File: config.mk
export PLATFORM = sky130hd
export DESIGN_NAME = downcounter_flat
export DESIGN_NICKNAME = d
export VERILOG_FILES = /design/src/rtl/downcounter_if.sv /design/src/rtl/downcounter.sv /design/src/flat_wrapper.sv
export SDC_FILE = /design/constraint.sdc
export NUM_CORES = 1
export LEC_CHECK = 0
export BUFFER_PORTS_ARGS = -buffer_cell sky130_fd_sc_hd__buf_2
export CAP_MARGIN = 10
export CORE_AREA = 2 2 45 47
export CTS_CLUSTER_DIAMETER = 200
export DETAILED_ROUTE_END_ITERATION = 6
export DIE_AREA = 0 0 47 49
export PLACE_DENSITY_LB_ADDON = 0.12
export SLEW_MARGIN = 10
export SYNTH_ARGS = -nofsm -noshare
export SYNTH_HDL_FRONTEND = slang
export SYNTH_SLANG_ARGS = --single-unit
File: constraint.sdc
create_clock -name clk -period 2.3 [get_ports clk]
set_clock_uncertainty 0.1 [all_clocks]
set_input_delay 0.115 -clock clk [delete_from_list [all_inputs] [get_ports clk]]
set_output_delay 0.115 -clock clk [all_outputs]
set_load 0.02 [all_outputs]
File: src/rtl/downcounter_if.sv
// Control and status bundle for the down-counter: strobes/mode in, count and status out.
// load and en are single-cycle qualifiers sampled on each rising clk edge; there is no back-pressure.
interface downcounter_if #(
    parameter int WIDTH = 4
);
    logic             load;
    logic [WIDTH-1:0] load_val;
    logic             en;
    logic             reload;
    logic [WIDTH-1:0] counter;
    logic             tc;
    logic             busy;
    logic             done;
    logic [1:0]       dbg_state;

    modport master (
        output load, load_val, en, reload,
        input  counter, tc, busy, done, dbg_state
    );

    modport slave (
        input  load, load_val, en, reload,
        output counter, tc, busy, done, dbg_state
    );
endinterface

File: src/rtl/downcounter.sv
// Loadable down-counter with one-shot / auto-reload modes and a registered terminal-count pulse.
// The running count never rests at 0 in RUN; reaching 1 with en is the terminal event.
module downcounter #(
    parameter int WIDTH = 4
) (
    input  logic          clk,
    input  logic          reset,
    downcounter_if.slave  bus
);
    localparam logic [1:0] IDLE = 2'd0;
    localparam logic [1:0] RUN  = 2'd1;
    localparam logic [1:0] DONE = 2'd2;

    localparam logic [WIDTH-1:0] ZERO = '0;
    localparam logic [WIDTH-1:0] ONE  = {{(WIDTH-1){1'b0}}, 1'b1};

    logic [1:0]       state_q, state_d;
    logic [WIDTH-1:0] count_q, count_d;
    logic [WIDTH-1:0] reload_q, reload_d;
    logic             tc_q, tc_d;

    always_comb begin
        state_d  = state_q;
        count_d  = count_q;
        reload_d = reload_q;
        tc_d     = 1'b0;
        if (bus.load) begin
            // A zero load parks the counter in IDLE rather than starting a zero-length run.
            count_d  = bus.load_val;
            reload_d = bus.load_val;
            state_d  = (bus.load_val != ZERO) ? RUN : IDLE;
        end else if (state_q == RUN && bus.en) begin
            if (count_q > ONE) begin
                count_d = count_q - ONE;
            end else begin
                tc_d = 1'b1;
                if (bus.reload) begin
                    count_d = reload_q;
                end else begin
                    count_d = ZERO;
                    state_d = DONE;
                end
            end
        end
    end

    always_ff @(posedge clk) begin
        if (!reset) begin
            state_q  <= IDLE;
            count_q  <= ZERO;
            reload_q <= ZERO;
            tc_q     <= 1'b0;
        end else begin
            state_q  <= state_d;
            count_q  <= count_d;
            reload_q <= reload_d;
            tc_q     <= tc_d;
        end
    end

    assign bus.counter   = count_q;
    assign bus.tc        = tc_q;
    assign bus.busy      = (state_q == RUN);
    assign bus.done      = (state_q == DONE);
    assign bus.dbg_state = state_q;
endmodule

File: src/flat_wrapper.sv
// flat-port wrapper written by rule: the top's interface ports become plain ports
module downcounter_flat 
#(
    parameter int WIDTH = 4
)
  (clk, reset, bus_load, bus_load_val, bus_en, bus_reload, bus_counter, bus_tc, bus_busy, bus_done, bus_dbg_state);
  downcounter_if #(.WIDTH(WIDTH)) bus_i ();
  input  logic clk;
  input  logic reset;
  input wire logic [$bits(bus_i.load)-1:0] bus_load;
  input wire logic [$bits(bus_i.load_val)-1:0] bus_load_val;
  input wire logic [$bits(bus_i.en)-1:0] bus_en;
  input wire logic [$bits(bus_i.reload)-1:0] bus_reload;
  output wire logic [$bits(bus_i.counter)-1:0] bus_counter;
  output wire logic [$bits(bus_i.tc)-1:0] bus_tc;
  output wire logic [$bits(bus_i.busy)-1:0] bus_busy;
  output wire logic [$bits(bus_i.done)-1:0] bus_done;
  output wire logic [$bits(bus_i.dbg_state)-1:0] bus_dbg_state;
  assign bus_i.load = bus_load;
  assign bus_i.load_val = bus_load_val;
  assign bus_i.en = bus_en;
  assign bus_i.reload = bus_reload;
  assign bus_counter = bus_i.counter;
  assign bus_tc = bus_i.tc;
  assign bus_busy = bus_i.busy;
  assign bus_done = bus_i.done;
  assign bus_dbg_state = bus_i.dbg_state;
  downcounter #(.WIDTH(WIDTH)) u_core (.clk(clk), .reset(reset), .bus(bus_i));
endmodule
# == Word-level counts from Yosys, hierarchy flattened ==
# Index checks and enable logic that the tools add are counted.
# W data, S select, Z words.
# classes
shifts,0
reduce_logical,5
div,0
magnitude_cmp,1
n_addsub,1
muxes,10
n_mul,0
bitwise_logic,2
eq_ne,4
# ops
operator,count
$mux W4,4
$mux W2,4
$gt A4 B1 Y1 const B,1
$ne A2 B2 Y1 const B,2
$reduce_bool A4 Y1,1
$sub A4 B1 Y4 const B,1
$reduce_and A3 Y1,1
$reduce_or A3 Y1,1
$eq A2 B1 Y1 const B,1
$eq A2 B2 Y1 const B,1
$mux W1,2
$not A1 Y1,2
$reduce_bool A2 Y1,1
$logic_and A1 B1 Y1,1
# word_totals
output_inout_bits,9
romBits,0
inputBits,9
register_bits,11
mem_count,0
latch_bits,0
mem_bits_rw,0

# == Longest topological paths before layout ==
# Gate-level depths: netlist of run 1.
# logic_depth
ltp_word,4
mapped_depth,6

# == Least setup slack after synthesis of run 1 ==
# Ideal clock, no wire load.
# synth_timing
kind,reg2reg
from,register u_core.count_q[0] (netlist: u_core.bus.counter[0])
to,register u_core.count_q[1] (netlist: u_core.bus.counter[1])
path_stages_with_launch,6
synth_period_minus_slack_ns,1.765
slack_ns,0.535
setup_ns,0.093
t_arrival_ns,1.572
n_path_buf,0
path_cell_list,dfxtp_1 > inv_1 > ha_1 > o21ai_2 > mux2_4 > o311ai_2
# synth_between
elab_chain_cells,4
elab_cells_between_ends,5
# synth_lines
element,line,rtl
"start, declared",downcounter.sv:18,"logic [WIDTH-1:0] count_q, count_d;"
"start signal, assigned",downcounter.sv:55,count_q <= count_d;
$sub A4 B1 Y4 / $gt A4 B1 Y1 (equally long branches),"downcounter.sv:34, downcounter.sv:33",
$mux W4 (*),downcounter.sv:33,if (count_q > ONE) begin
$mux W4 (*),downcounter.sv:32,end else if (state_q == RUN && bus.en) begin
$mux W4 (*),downcounter.sv:27,if (bus.load) begin
# Mark *: on every way between the ends. The rest lies on a longest branch, timed or not. The select of a mux whose other input is x is not followed.
# A chain may end at the register's enable or synchronous reset.

# == Worst setup path in the final report of run 1 ==
# Same ends and word-level chain as after synthesis.

==> flow_metrics.env, run 1 <==
export IMPL_rows=16
export IMPL_r2r_start="u_core.bus.counter[0]"
export IMPL_drive_gt1_share_pct=28.4
export IMPL_ios=18
export IMPL_antenna_found_initial=0
export IMPL_final_core_util_pct=40.1
export IMPL_gp_congestion=0.721
export IMPL_hpwl_um=1060
export IMPL_slew_headroom_pct=78.1
export IMPL_synth_top_family_by_area="simple AND/OR/NAND/NOR gates"
export IMPL_cp_max_fo=6
export IMPL_root_buffer="clkbuf_4"
export IMPL_grt_max_degree=16
export IMPL_cap_violations=0
export IMPL_portBuffers=17
export IMPL_netlist_area_leader_share_pct=36.4
export IMPL_synthTopCellsByArea="dfxtp_1 (36%), nor2b_1 (6.2%), nand2_1 (4.3%)"
export IMPL_setup_viol=0
export IMPL_cts_tree="yes"
export IMPL_start_kind="register"
export IMPL_cts_sinks=11
export IMPL_worstMarginPinSlew_ns=0.324
export IMPL_dr_total_vias=531
export IMPL_fin_crit_ns=1.76
export IMPL_required_ns=2.37
export IMPL_p_per_area_nw_per_um2=595
export IMPL_drtIter0Drc=6
export IMPL_cp_arrival_ns=1.83
export IMPL_tns_ns=0
export IMPL_setup_worst_path_end_class="register"
export IMPL_viasPerCell=4.62
export IMPL_syn_nets=80
export IMPL_cts_max_path_buffers=2
export IMPL_ant_nets=0
export IMPL_grt_overflow_total=0
export IMPL_netlist_area_um2=604
export IMPL_htree_levels=1
export IMPL_synth_compound_area_share_pct=21.7
export IMPL_drc_errors=0
export IMPL_rrSetupSlack_ns=0.54
export IMPL_worstPathCellList="inv_1 -> ha_1 -> o21ai_2 -> mux2_4 -> o311ai_2"
export IMPL_finalHoldViolCount=0
export IMPL_post_cts_buffers=0
export IMPL_wirelength_um=1340
export IMPL_final_nets=100
export IMPL_critical_path_max_stage_delay_ns=0.40
export IMPL_hold_end="u_core.bus.counter[1]"
export IMPL_seq_area_frac_synth_pct=36.4
export IMPL_yosysTopAreaCell="dfxtp_1"
export IMPL_slowest_stage="dfxtp_1"
export IMPL_min_delay_start="bus_load_val[1]"
export IMPL_dieHeight_um=49
export IMPL_ys_warn_count=0
export IMPL_core_um2=1840
export IMPL_synth_simple_gate_area_share_pct=29.0
export IMPL_cts_resized=0
export IMPL_path_class="reg -> reg"
export IMPL_period_share_pct=76.3
export IMPL_clock_latency_ns=0.26
export IMPL_start_util_pct=32.8
export IMPL_peakVddDrop_mv=0.277
export IMPL_syn_inst=69
export IMPL_cts_buffers=3
export IMPL_synth_mux_area_share_pct=5.80
export IMPL_hold_buffers=0
export IMPL_grt_usage_pct=13.4
export IMPL_area_delta_synth_final_pct=22.4
export IMPL_clock_fmax_mhz=570
export IMPL_rsz0062_at_grt="no"
export IMPL_grt_pass1_vias=500
export IMPL_ff2ff_path_depth=5
export IMPL_yosys_register_bits=11
export IMPL_wl_per_cell_um=11.7
export IMPL_antenna_cells=0
export IMPL_syn_mean_instance_area_um2=8.76
export IMPL_hold_path_class="in -> reg"
export IMPL_fp_dieW_um=47
export IMPL_hold_depth=3
export IMPL_outcome="completed"
export IMPL_synth_xor_area_share_pct=0
export IMPL_rr_endpoint="u_core.bus.counter[1]"
export IMPL_final_max_slew_viol_count=0
export IMPL_grt_first_pass_wirelength_um=2230
export IMPL_leakagePower_nw=0.317
export IMPL_crit_buf_inv=1
export IMPL_path_delay_family="compound AO/OA/AOI/OAI gates"
export IMPL_yosysUniqueCellTypes=30
export IMPL_synthAdderAreaFrac_pct=4.14
export IMPL_first_pass_iters=3
export IMPL_die_area_um2=2300
export IMPL_cts_clk_slew_worst_paths_ns=0.07
[area by class of cell]
type / instances / area, µm²
multi-input combinational: 54 / 367
inverter: 2 / 7.51
clock buffer: 4 / 26.3
tap: 27 / 33.8
fill: 212 / 1100
sequential: 11 / 220
timing repair buffer: 17 / 85.1
[where the power goes]
group / internal, W / leakage (nW) / total, W / switching (W)
sequential: 0.000202 / 0.0906 / 0.000212 / 0.0000103
combinational: 0.0000436 / 0.212 / 0.000100 / 0.0000568
clock: 0.0000669 / 0.0150 / 0.000127 / 0.0000605
total: 0.000312 / 0.317 / 0.000440 / 0.000128
[synthesized netlist by cell type, drive strengths merged]
cell / instances
mux2i: 2
nor4: 2
and2: 3
o22ai: 1
o21a: 2
o211a: 1
a2bb2oi: 1
dfxtp: 11
a21boi: 1
nor2: 2
nand2: 7
or3: 1
buf: 2
o2111ai: 1
o211ai: 1
mux2: 1
ha: 2
o21ai: 2
nor3: 3
o311ai: 2
inv: 2
o31a: 1
nand3: 3
nand2b: 4
a21oi: 4
nor2b: 7
[stage by stage]
| stage | hold WS [ns] | total power [W] | cells | worst slack (ns) | cell area, µm² |
|---|---|---|---|---|---|
| 2_1_floorplan | 0.173 | 0.000286 | 69 | 0.535 | 604 |
| 3_3_place_gp | 0.315 | 0.000317 | 111 | 0.579 | 713 |
| 3_5_place_dp | 0.309 | 0.000317 | 111 | 0.539 | 713 |
| 4_1_cts | 0.0375 | 0.000448 | 115 | 0.524 | 739 |
| 5_1_grt | 0.0533 | 0.000470 | 115 | 0.392 | 739 |
| 6_report | 0.0485 | 0.000440 | 115 | 0.545 | 739 |
[how the worst max path moves through the flow]
stage                     startpoint               endpoint  cells after the start
2_1_floorplan  u_core.bus.counter[0]  u_core.bus.counter[1]                      5
3_3_place_gp   u_core.bus.counter[0]  u_core.bus.counter[1]                      5
3_5_place_dp   u_core.bus.counter[0]  u_core.bus.counter[1]                      5
4_1_cts        u_core.bus.counter[0]  u_core.bus.counter[1]                      5
5_1_grt        u_core.bus.counter[0]  u_core.bus.counter[1]                      5
6_report       u_core.bus.counter[0]  u_core.bus.counter[1]                      5
[per-layer routing]
| layer | wire length, µm | vias up | track usage (%) |
|---|---|---|---|
| met3 | 46 | 2 | 2.22 |
| met4 | 14 | 0 | 5.56 |
| met1 | 710 | 235 | 20.8 |
| met2 | 572 | 9 | 17.8 |
| li1 | - | 285 | - |
| met5 | 0 | - | 0 |
[cell usage in the layout (no fill, tap or decap), drive strengths merged]
cell and instances:
nor2b 7, clkbuf 4, nand3 3, a21boi 1
o21ai 2, o211ai 1, or3 1, inv 2
o311ai 2, ha 2, mux2 1, buf 17
dfxtp 11, nand2 7, a21oi 4, o21a 2
nand2b 4, o31a 1, mux2i 2, nor3 3
o22ai 1, o2111ai 1, a2bb2oi 1, nor2 2
nor4 2, and2 3, o211a 1
[tightest hold or removal path, cell delays in order]
cell and delay (ns):
buf_2 0.10, nand3_1 0.09, o311ai_2 0.07
[cell families (layout without fill, tap and decap cells)]
| family | after synthesis | in the layout |
|---|---|---|
| AND/OR/NAND/NOR | 32 | 32 |
| multiplexers | 3 | 3 |
| AO/OA/AOI/OAI | 17 | 17 |
| adder cells (fa/ha/maj) | 2 | 2 |
| flip-flops | 11 | 11 |
| buffers and inverters | 4 | 23 |
[flip-flops by register name (all words and copies together) (netlist names)]
name                  cells
u_core.reload_q           4
u_core.bus.dbg_state      2
u_core.bus.counter        4
u_core.bus.tc             1
(Power assumes the default switching activity.)
==> run 2, diff against run 1 <==
==> constraint.sdc (replaced) <==
create_clock -name clk -period 1.6 [get_ports clk]
set_clock_uncertainty 0.1 [all_clocks]
set_input_delay 0.08 -clock clk [delete_from_list [all_inputs] [get_ports clk]]
set_output_delay 0.08 -clock clk [all_outputs]
set_load 0.02 [all_outputs]
==> flow_metrics.env, run 2 (synthesis gave the netlist of run 1 again) <==
export IMPL_cts_buffers=3
export IMPL_cts_resized=0
export IMPL_antenna_found_initial=0
export IMPL_viasPerCell=4.83
export IMPL_dr_total_vias=560
export IMPL_wirelength_um=1390
export IMPL_ios=18
export IMPL_final_nets=101
export IMPL_rrSetupSlack_ns=0.07
export IMPL_cts_tree="yes"
export IMPL_outcome="completed"
export IMPL_drc_errors=0
export IMPL_cp_max_fo=6
export IMPL_dieHeight_um=49
export IMPL_busiest_layer="met2"
export IMPL_rows=16
export IMPL_antenna_cells=0
export IMPL_setup_worst_path_end_class="register"
export IMPL_final_max_slew_viol_count=0
export IMPL_cap_violations=0
export IMPL_grt_overflow_total=0
export IMPL_drive_gt1_share_pct=32.6
export IMPL_grt_pass1_vias=491
export IMPL_core_um2=1840
export IMPL_r2r_start="u_core.bus.counter[0]"
export IMPL_cts_sinks=11
export IMPL_path_class="reg -> reg"
export IMPL_hold_buffers=0
export IMPL_ant_nets=0
export IMPL_grt_usage_pct=13.5
export IMPL_grt_max_degree=16
export IMPL_clock_fmax_mhz=652
export IMPL_slew_headroom_pct=80.2
export IMPL_whs_ns=0.0111
export IMPL_wl_per_cell_um=12.0
export IMPL_final_cells=116
export IMPL_final_common_cell="buf_2"
export IMPL_area_delta_synth_final_pct=26.5
export IMPL_drtIter0Drc=10
export IMPL_cp_arrival_ns=1.60
export IMPL_grt_first_pass_wirelength_um=2270
export IMPL_fp_dieW_um=47
export IMPL_met3_usage_pct=2.22
export IMPL_cts_clk_slew_worst_paths_ns=0.08
export IMPL_rr_endpoint="u_core.bus.counter[1]"
export IMPL_use_met1_pct=19.4
export IMPL_final_cell_mix="buf_2 (17), dfxtp_1 (9), nand2_1 (7)"
export IMPL_gp_congestion=0.795
export IMPL_ff2ff_path_depth=5
export IMPL_root_buffer="clkbuf_4"
export IMPL_cts_max_path_buffers=2
export IMPL_grt_use_met2_pct=19.6
export IMPL_required_ns=1.67
export IMPL_die_area_um2=2300
export IMPL_portBuffers=17
export IMPL_post_cts_buffers=0
export IMPL_crit_end="u_core.bus.counter[1]"
export IMPL_hold_path_class="in -> reg"
export IMPL_worstMarginPinSlew_ns=0.294
export IMPL_min_delay_start="bus_load_val[1]"
export IMPL_start_util_pct=32.8
export IMPL_hpwl_um=1040
export IMPL_worstPathCellList="inv_1 -> ha_2 -> o21ai_4 -> mux2_4 -> o311ai_2"
export IMPL_htree_levels=1
export IMPL_fin_crit_ns=1.53
export IMPL_period_share_pct=95.8
export IMPL_critical_path_max_stage_delay_ns=0.38
export IMPL_finalHoldViolCount=0
export IMPL_slowest_stage="dfxtp_4"
export IMPL_start_kind="register"
export IMPL_peakVddDrop_mv=0.415
export IMPL_tns_ns=0
export IMPL_setup_viol=0
export IMPL_p_per_area_nw_per_um2=863
export IMPL_clock_latency_ns=0.27
export IMPL_placedCellCount=112
export IMPL_first_pass_iters=4
export IMPL_cp_startpoint="u_core.bus.counter[0]"
export IMPL_leakagePower_nw=0.323
[run 2: critical path, delay by kind of cell (launching register included)]
family | cells | cell delay [ns]
DFF | 1 | 0.38
adders and majority gates | 1 | 0.21
AOI/OAI and AO/OA | 2 | 0.38
buffers and inverters | 1 | 0.06
muxes | 1 | 0.31
[run 2: metrics by stage]
stage | instance area [µm²] | worst slack [ns] | power [W] | util (%)
after floorplan | 612 | 0.00136 | 0.000411 | -
after global placement | 728 | 0.0996 | 0.000460 | 39.5
after detailed placement | 728 | 0.0421 | 0.000460 | 39.5
after CTS | 754 | 0.0341 | 0.000662 | 41.0
after global routing | 764 | -0.0115 | 0.000700 | 41.5
final | 764 | 0.0665 | 0.000659 | 41.5
[run 2: layer usage]
layer | vias up | wire, µm
met2 | 12 | 656
met5 | - | 0
met3 | 0 | 47
met4 | 0 | 0
li1 | 289 | -
met1 | 259 | 688
[run 2: worst min-delay path by stage]
stage / endpoint / cells past startpoint
after global placement: u_core.reload_q[1] / 3
after CTS: u_core.bus.counter[1] / 3
final: u_core.bus.counter[1] / 3
after global routing: u_core.reload_q[3] / 3
after floorplan: u_core.bus.counter[0] / 2
after detailed placement: u_core.bus.counter[1] / 3
[run 2: cell type report]
type | count | area (µm²)
Multi-Input combinational cell | 54 | 377
Inverter | 2 | 7.51
Sequential cell | 11 | 228
Timing Repair Buffer | 18 | 92.6
Clock buffer | 4 | 26.3
Fill cell | 209 | 1080
Tap cell | 27 | 33.8
[run 2: report_power, final]
part	leakage, nW	switching [W]	internal (W)
Sequential	0.0919	0.0000156	0.000289
Clock	0.0150	0.000103	0.0000963
Combinational	0.217	0.0000845	0.0000710
Total	0.323	0.000203	0.000457
